[src/rtl/video_capture.sv]
// Rebuilds a Spectrum-format screen image (bitmap + attributes) from a pixel-rate
// RGBI/hsync/vsync stream, and recovers border colour and colour-clash statistics.
module video_capture #(
    parameter int H_OFFSET = 117,
    parameter int V_OFFSET = 64,
    parameter int V_ACTIVE = 192
) (
    input  logic        clock,
    input  logic        reset_n,
    input  logic        ce,
    input  logic        hsync,
    input  logic        vsync,
    input  logic        r,
    input  logic        g,
    input  logic        b,
    input  logic        i,
    output logic        we,
    output logic [12:0] a,
    output logic [7:0]  q,
    output logic [2:0]  border,
    output logic        locked,
    output logic        frameDone,
    output logic [7:0]  clashCount
);

    localparam logic [8:0] X_START  = 9'(H_OFFSET);
    localparam logic [8:0] X_END    = 9'(H_OFFSET + 255);
    localparam logic [8:0] X_BORDER = 9'(H_OFFSET - 16);
    localparam logic [8:0] V_START  = 9'(V_OFFSET);
    localparam logic [8:0] V_END    = 9'(V_OFFSET + V_ACTIVE);
    localparam logic [7:0] Y_LAST   = 8'(V_ACTIVE - 1);

    logic        hs_q, vs_q;
    logic [8:0]  x_q, line_q;
    logic [3:0]  paper, ink;
    logic        ink_set, clash;
    logic [7:0]  bits;
    logic [31:0] attr_valid;
    logic        attr_pending;
    logic [12:0] attr_a;
    logic [7:0]  attr_q;
    logic [7:0]  clash_cnt;
    logic [1:0]  done_pipe;

    logic        hs_rise, vs_rise;
    logic [8:0]  x_cur, line_next;
    logic [2:0]  next_row_line;
    logic [7:0]  y, rel;
    logic [4:0]  col;
    logic [2:0]  pos;
    logic [3:0]  colour;
    logic        line_active, pix_active, cell_done, need_attr;
    logic [3:0]  paper_n, ink_n;
    logic        ink_set_n, clash_n;
    logic [7:0]  bits_n;

    assign hs_rise = ce & hsync & ~hs_q;
    assign vs_rise = ce & vsync & ~vs_q;
    assign colour  = {i, g, r, b};

    // The pixel sampled on a ce sees the x value after that ce's update, so the
    // hsync-rise tick itself is x = 0.
    assign x_cur = hs_rise ? 9'd0 : (x_q == 9'h1FF ? x_q : x_q + 9'd1);

    // A coincident vsync rise wins: the line restarts at 0 without the hsync increment.
    assign line_next     = vs_rise ? 9'd0 :
                           (hs_rise && line_q != 9'h1FF) ? line_q + 9'd1 : line_q;
    assign next_row_line = 3'(line_next - V_START);

    assign y           = 8'(line_q - V_START);
    assign rel         = 8'(x_cur - X_START);
    assign col         = rel[7:3];
    assign pos         = rel[2:0];
    assign line_active = (line_q >= V_START) && (line_q < V_END);
    assign pix_active  = ce && locked && line_active && (x_cur >= X_START) && (x_cur <= X_END);
    assign cell_done   = pix_active && (pos == 3'd7);

    // NOTE: every output gets its default first, so this block cannot infer a latch.
    always_comb begin
        paper_n   = paper;
        ink_n     = ink;
        ink_set_n = ink_set;
        clash_n   = clash;
        bits_n    = bits;
        if (pos == 3'd0) begin
            paper_n   = colour;
            ink_n     = colour;
            ink_set_n = 1'b0;
            clash_n   = 1'b0;
            bits_n    = 8'h00;
        end else if (colour != paper) begin
            bits_n = bits | (8'h80 >> pos);
            if (!ink_set) begin
                ink_n     = colour;
                ink_set_n = 1'b1;
            end else if (colour != ink) begin
                clash_n = 1'b1;
            end
        end
    end

    assign need_attr = !attr_valid[col] && (ink_set_n || (y[2:0] == 3'd7));

    // NOTE: all state here is registered with non-blocking assignments; attr_valid is a
    // flag vector rather than a RAM, so resetting it is cheap and keeps rows independent.
    always_ff @(posedge clock or negedge reset_n) begin
        if (!reset_n) begin
            hs_q         <= 1'b0;
            vs_q         <= 1'b0;
            x_q          <= '0;
            line_q       <= '0;
            paper        <= '0;
            ink          <= '0;
            ink_set      <= 1'b0;
            clash        <= 1'b0;
            bits         <= '0;
            attr_valid   <= '0;
            attr_pending <= 1'b0;
            attr_a       <= '0;
            attr_q       <= '0;
            clash_cnt    <= '0;
            done_pipe    <= '0;
            we           <= 1'b0;
            a            <= '0;
            q            <= '0;
            border       <= '0;
            locked       <= 1'b0;
            frameDone    <= 1'b0;
            clashCount   <= '0;
        end else begin
            we        <= 1'b0;
            frameDone <= done_pipe[0];
            done_pipe <= {1'b0, done_pipe[1]};

            if (attr_pending) begin
                we           <= 1'b1;
                a            <= attr_a;
                q            <= attr_q;
                attr_pending <= 1'b0;
            end

            if (ce) begin
                hs_q   <= hsync;
                vs_q   <= vsync;
                x_q    <= x_cur;
                line_q <= line_next;

                if (vs_rise) begin
                    locked     <= 1'b1;
                    clashCount <= clash_cnt;
                end
                if ((vs_rise || hs_rise) && next_row_line == 3'd0)
                    attr_valid <= '0;
                if (x_cur == X_BORDER)
                    border <= {g, r, b};

                if (pix_active) begin
                    paper   <= paper_n;
                    ink     <= ink_n;
                    ink_set <= ink_set_n;
                    clash   <= clash_n;
                    bits    <= bits_n;
                end

                if (cell_done) begin
                    we           <= 1'b1;
                    a            <= {y[7:6], y[2:0], y[5:3], col};
                    q            <= bits_n;
                    attr_pending <= need_attr;
                    attr_a       <= {3'b110, y[7:6], y[5:3], col};
                    attr_q       <= {1'b0, paper_n, ink_n[2:0]};
                    if (ink_set_n && !attr_valid[col])
                        attr_valid[col] <= 1'b1;
                    if (y == Y_LAST && col == 5'd31)
                        done_pipe <= need_attr ? 2'b10 : 2'b01;
                end

                // Cleared on vsync rise; a clash finishing on that same ce is dropped.
                if (vs_rise)
                    clash_cnt <= '0;
                else if (cell_done && clash_n && clash_cnt != 8'hFF)
                    clash_cnt <= clash_cnt + 8'd1;
            end
        end
    end

endmodule

[config.mk]
export PLATFORM = sky130hd
export DESIGN_NAME = video_capture
export DESIGN_NICKNAME = d
export VERILOG_FILES = /design/src/rtl/video_capture.sv
export SDC_FILE = /design/constraint.sdc
export NUM_CORES = 1
export LEC_CHECK = 0
export CORE_ASPECT_RATIO = 0.8
export CORE_UTILIZATION = 54
export DETAILED_ROUTE_END_ITERATION = 6
export PLACE_DENSITY = 0.82
export SYNTH_ARGS = -nofsm -noshare
export SYNTH_HDL_FRONTEND = slang
export SYNTH_SLANG_ARGS = --single-unit
export TNS_END_PERCENT = 50
[constraint.sdc]
create_clock -name clock -period 6.3 [get_ports clock]
set_input_delay 1.26 -clock clock [delete_from_list [all_inputs] [get_ports clock]]
set_output_delay 1.26 -clock clock [all_outputs]
set_load 0.02 [all_outputs]
Word level (Yosys, flattened, before mapping) --
Cells that the tools add are included.
Word-level totals: register bits 134, bits in latches 0, RAM bits 0, ROM bits 0, logic and storage cells 123, memories kept 0
Cells by class: $add $sub $neg 6, multiply operators 0, divide/modulo/power cells 0, $lt $le $gt $ge 6, equal/unequal tests 11, shift-type cells 1, muxes and demuxes 41, bitwise operators 8, reduce and logical (&&, ||, !) cells 27
Operators by type and width (count):
- two-way mux 32 bit | 4
- two-way mux 8 bit | 7
- two-way mux 13 bit | 3
- two-way mux 9 bit | 4
- OR 32 bit | 1
- adder 9 x 1 -> 9 bit, second input constant | 2
- greater-or-equal comparator 9 x 7 -> 1 bit, second input constant | 2
- two-way mux 4 bit | 4
- subtractor 8 x 7 -> 8 bit, second input constant | 2
- logical AND 1 bit | 14
- two-way mux 1 bit | 13
- AND reduction 2 bit | 5
- == test 9 x 7 -> 1 bit, second input constant | 1
- == test 9 bit, second input constant | 1
- less-or-equal comparator 9 bit, second input constant | 1
- less-than comparator 9 bit, second input constant | 1
- inequality test 9 bit, second input constant | 1
- adder 8 x 1 -> 8 bit, second input constant | 1
- == test 8 bit, second input constant | 1
- two-way mux 2 bit | 4
- inequality test 4 bit | 2
- inequality test 8 bit, second input constant | 1
- OR 8 bit | 1
- >> shifter 8 x 3 -> 8 bit, first input constant | 1
- 15 further kinds | 23

Longest topological paths before layout --
depth in word-level cells 13, mapped depth 15, mapped depth without buffers 12

Least setup slack after synthesis --
Ideal clock, no wire load.
path kind input to register, from input hsync, to register ink[3], setup time 125 ps, arrival time 3718 ps, slack 2457 ps, stages on the path 10, buffers on the path 2, cells stage by stage nand3b_1 > clkbuf_1 > clkbuf_1 > nand2_1 > ha_1 > nand2_1 > nor2_1 > a21oi_1 > nor3_1 > mux2_2
On the way: longest elaborated chain between the ends 7
RTL lines:
- from (decl) | line 11 | input logic hsync,
- AND 1 bit * (2 in a row) | line 57 | assign hs_rise = ce & hsync & ~hs_q;
- two-way mux 9 bit * | line 63 | assign x_cur = hs_rise ? 9'd0 : (x_q == 9'h1FF ? x_q : x_q + 9'd1);
- subtractor 8 x 7 -> 8 bit / greater-or-equal comparator 9 x 7 -> 1 bit (equally long branches) | line 71, 75
- zero test 3 bit / logical AND 1 bit (equally long branches) | line 85, 75
- inequality test 2 x 1 -> 1 bit (no line), or another cell as far along
- AND reduction 4 bit (no line)
- to (signal assigned) | line 159 | ink <= ink_n;
- to (decl) | line 35 | logic [3:0] paper, ink;
Mark *: on every way between the ends. The rest lies on a longest branch, timed or not. A chain may end at the register's enable or synchronous reset.

Worst setup path after layout --
from input ce, to register attr_valid[30]
On the way: longest elaborated chain between the ends 13
RTL lines:
- from (decl) | line 10 | input logic ce,
- branches (longest 13 deep; another with subtractor 8 x 7 -> 8 bit)
- to (signal assigned) | line 117 | attr_valid <= '0;
- to (signal assigned) | line 153 | attr_valid <= '0;
- to (signal, indexed assignment) | line 173 | attr_valid[col] <= 1'b1;
- to (decl) | line 38 | logic [31:0] attr_valid;
Several ways; the timed one is not identified. The select of a mux whose other input is x is not followed.

==> impl_metrics.yaml <==
cts:
  hold_buffers: 0
  cts_root_buf: "clkbuf_16"
  cts_tree: "yes"
  cts_buffer_depth: 2
  post_cts_resized: 0
  cts.clk_slew.worst_paths_ns: 0.06
  cts_made_buffers: 17
  clock-sinks: 134
  htreeDepth: 4
  insertion_delay_ns: 0.43
  cts_setup_buffers: 0
worst_setup_path:
  path_cells: "clkdlybuf4s50_1 -> buf_4 -> nand3b_1 -> buf_4 -> o21ai_0 -> a21o_1 -> o211ai_1 -> a21o_1 -> o221a_1 -> a22oi_4 -> nand4_1 -> o21ai_0"
  reg2reg_depth: 10
  critPathRequiredTime_ns: 6.63
  reg2reg_from: "x_q[0]"
  rrSetupSlack_ns: 1.66
  crit_start: "ce"
  path_buf_inv: 3
  arrival_ns: 5.11
  cp_slowest_stage_delay_ns: 0.51
  r2r_end: "attr_valid[30]"
  critPathCaptureType: "flop"
  cpMaxStageDelayCell: "a21o_1"
  cp.depth: 12
  path_delay_family: "compound AO/OA/AOI/OAI gates"
  worst-path-max-fanout: 23
  startpoint_type: "input port"
  endpoint: "attr_valid[30]"
  crit_type: "in -> reg"
synthesis:
  ys_ff_latch: 134
  syn-num-nets: 761
  synth-warning-count: 0
  yosysTopAreaCellShare_pct: 47.8
  synth.avg_cell_area_um2: 9.45
  synth.distinct_cells: 62
  yosys-top-cells-area: "dfrtp_1, nand2_1, o21ai_0"
  yosysSeqAreaShare_pct: 47.8
  synth_area_mm2: 0.00701
  synthCells: 742
  async_flop_share_pct: 100
  synth_common_cells: "nand2_1, dfrtp_1, o21ai_0, nor2_1, a21oi_1"
  synth_edf_count: 0
  synth_top_area_cell: "dfrtp_1"
  synth-main-ff-cell: "dfrtp_1"
  post-synth-top-count-cell: "nand2_1"
route:
  ant_nets: 0
  via_per_inst: 6.13
  dr_total_vias: 5856
  wire_per_inst_um: 18.2
  wl_mm: 17.4
  drc: 0
  dr.first_iter.drc_count: 757
  drtPass1Iterations: 5
cells_and_area:
  nets: 790
  stdcell_area_mm2: 0.00812
  antenna_cells: 0
  drive_above_1_share_pct: 11.2
  syn_to_final_growth_pct: 15.8
  final_cells: 955
min_path:
  min_path_type: "reg -> reg"
power:
  pwr-share-seq_pct: 35.2
  switchingPower_mw: 1.04
  pwr-share-clk_pct: 34.3
  p_comb_share_pct: 30.5
  p_leak_nw: 3.54
  power_density_mw_per_mm2: 353
  vdd_drop_max_mv: 0.226
  p_int_mw: 1.82
  switching_share_pct: 36.4
status:
  outcome: "finished clean"
sta:
  setup_viol: 0
  fin_crit_ns: 4.78
  hold_viol_final: 0
  clock.fmax_mhz: 209
  worst_clock_skew_ns: 0.00914
  rsz0062_at_grt: "no"
  slew_violations: 0
  relSlewSlack_pct: 22.5
  fin_crit_sh_pct: 75.9
  fin_setup_tns_ns: 0
  tightestPinTransition_ns: 1.16
  whs_ns: 0.350
placed_design:
  dp.cells: 923
  port_buffers: 43
  place_area_mm2: 0.00754
  place_congestion: 0.918
  dpl.hpwl_mm: 11.9
job:
  max-cap-violations: 0
floorplanning:
  die_h_um: 104
  rows: 36
  die-area_mm2: 0.0134
  initial_core_util_pct: 56.4
  core_mm2: 0.0124
  ios: 44
  die_w_um: 129
global_routing:
  antenna_found_initial: 0
  grt_pass1_wl_mm: 28.9
  grt_pass1_vias: 5574
  grtUsageTotal_pct: 28.1
  grt_max_degree: 90
  overflow: 0
[worst min-delay path by stage]
stage	startpoint	to	slack, ns	depth (start not counted)
finish	done_pipe[0]	frameDone	0.35	0
global route	done_pipe[0]	frameDone	0.36	0
CTS	done_pipe[0]	frameDone	0.36	0
detailed placement	done_pipe[0]	frameDone	0.34	0
global placement	done_pipe[0]	frameDone	0.33	0
floorplan	done_pipe[0]	frameDone	0.33	0
[layout make-up]
cell class / count / area [µm²]
Clock inverter: 13 / 148
Timing Repair Buffer: 52 / 495
Clock buffer: 19 / 433
Tap cell: 171 / 214
Inverter: 15 / 56.3
Sequential cell: 134 / 3350
Fill cell: 989 / 4310
Multi-Input combinational cell: 551 / 3420
[cell usage in the layout, fill, tap and decap left out, types with 4 or more instances in the layout]
master	n
dfrtp_1	134
o22a_1	9
clkdlybuf4s50_1	42
clkbuf_16	17
inv_1	14
ha_1	10
o22ai_1	14
a211oi_1	4
o41ai_2	8
o211ai_1	5
o21ai_0	71
nand2_1	138
a21oi_1	37
nor4_1	6
and3_1	7
nand2b_1	6
mux2i_1	21
nand3b_1	4
nand4_1	10
or3_1	9
xnor2_1	12
nor2b_1	5
xor2_1	5
and4_1	6
a31oi_1	16
nor2_1	41
mux2_2	24
nor3_1	8
a21o_1	6
buf_4	10
nand3_1	24
[layer usage]
layer,vias to the layer above,track usage (%),routed length (µm)
met4,0,8.31,252
met1,2853,42.4,8250
met3,26,7.61,1250
met2,237,39.1,7670
met5,-,0,0
li1,2740,-,-
[power by group through the flow]
| stage | Combinational (mW) | Sequential (mW) | Clock [mW] |
|---|---|---|---|
| after floorplan | 0.628 | 0.993 | 0 |
| after global placement | 0.822 | 1.02 | 0 |
| after detailed placement | 0.845 | 1.02 | 0 |
| after CTS | 0.854 | 1.01 | 0.989 |
| after global routing | 0.952 | 1.02 | 1.03 |
| final | 0.873 | 1.01 | 0.981 |
[through the flow]
stage / setup slack, ns / total power, mW / util (%)
final: 1.52 / 2.86 / 65.3
after global routing: 1.16 / 3.00 / 65.3
after CTS: 1.61 / 2.85 / 65.3
after detailed placement: 1.19 / 1.86 / 60.6
after global placement: 1.41 / 1.84 / 60.6
after floorplan: 2.46 / 1.62 / -
[flip-flops by register name, indices dropped and copies added, names as in the netlist]
signal and cells:
paper 4, we 1, attr_a 11, x_q 9
clash_cnt 8, border 3, ink_set 1, a 13
hs_q 1, vs_q 1, line_q 9, attr_pending 1
done_pipe 2, ink 4, bits 8, q 8
attr_valid 32, clash 1, clashCount 8, locked 1
attr_q 7, frameDone 1
[cells by family (layout without fill, tap and decap cells)]
logic type | after synthesis | in the layout | share of synthesized area [%]
compound gates | 203 | 203 | 19.4
xor+xnor | 17 | 17 | 2.12
fa+ha+maj | 10 | 10 | 1.78
buf+inv | 57 | 99 | 3.46
flops | 134 | 134 | 47.8
mux | 45 | 45 | 6.85
simple gates | 276 | 276 | 18.5
[worst reg2reg max path: stages, from the launching register on]
cell and delay (ns):
dfrtp_1 0.47, ha_1 0.43, and3_1 0.63, o21ai_1 0.49
a32oi_1 0.45, nor2_1 0.12, a21oi_1 0.26, xnor2_1 0.19
and3_1 0.66, nand4_1 0.50, o21ai_0 0.34
(Power assumes the default switching activity.)
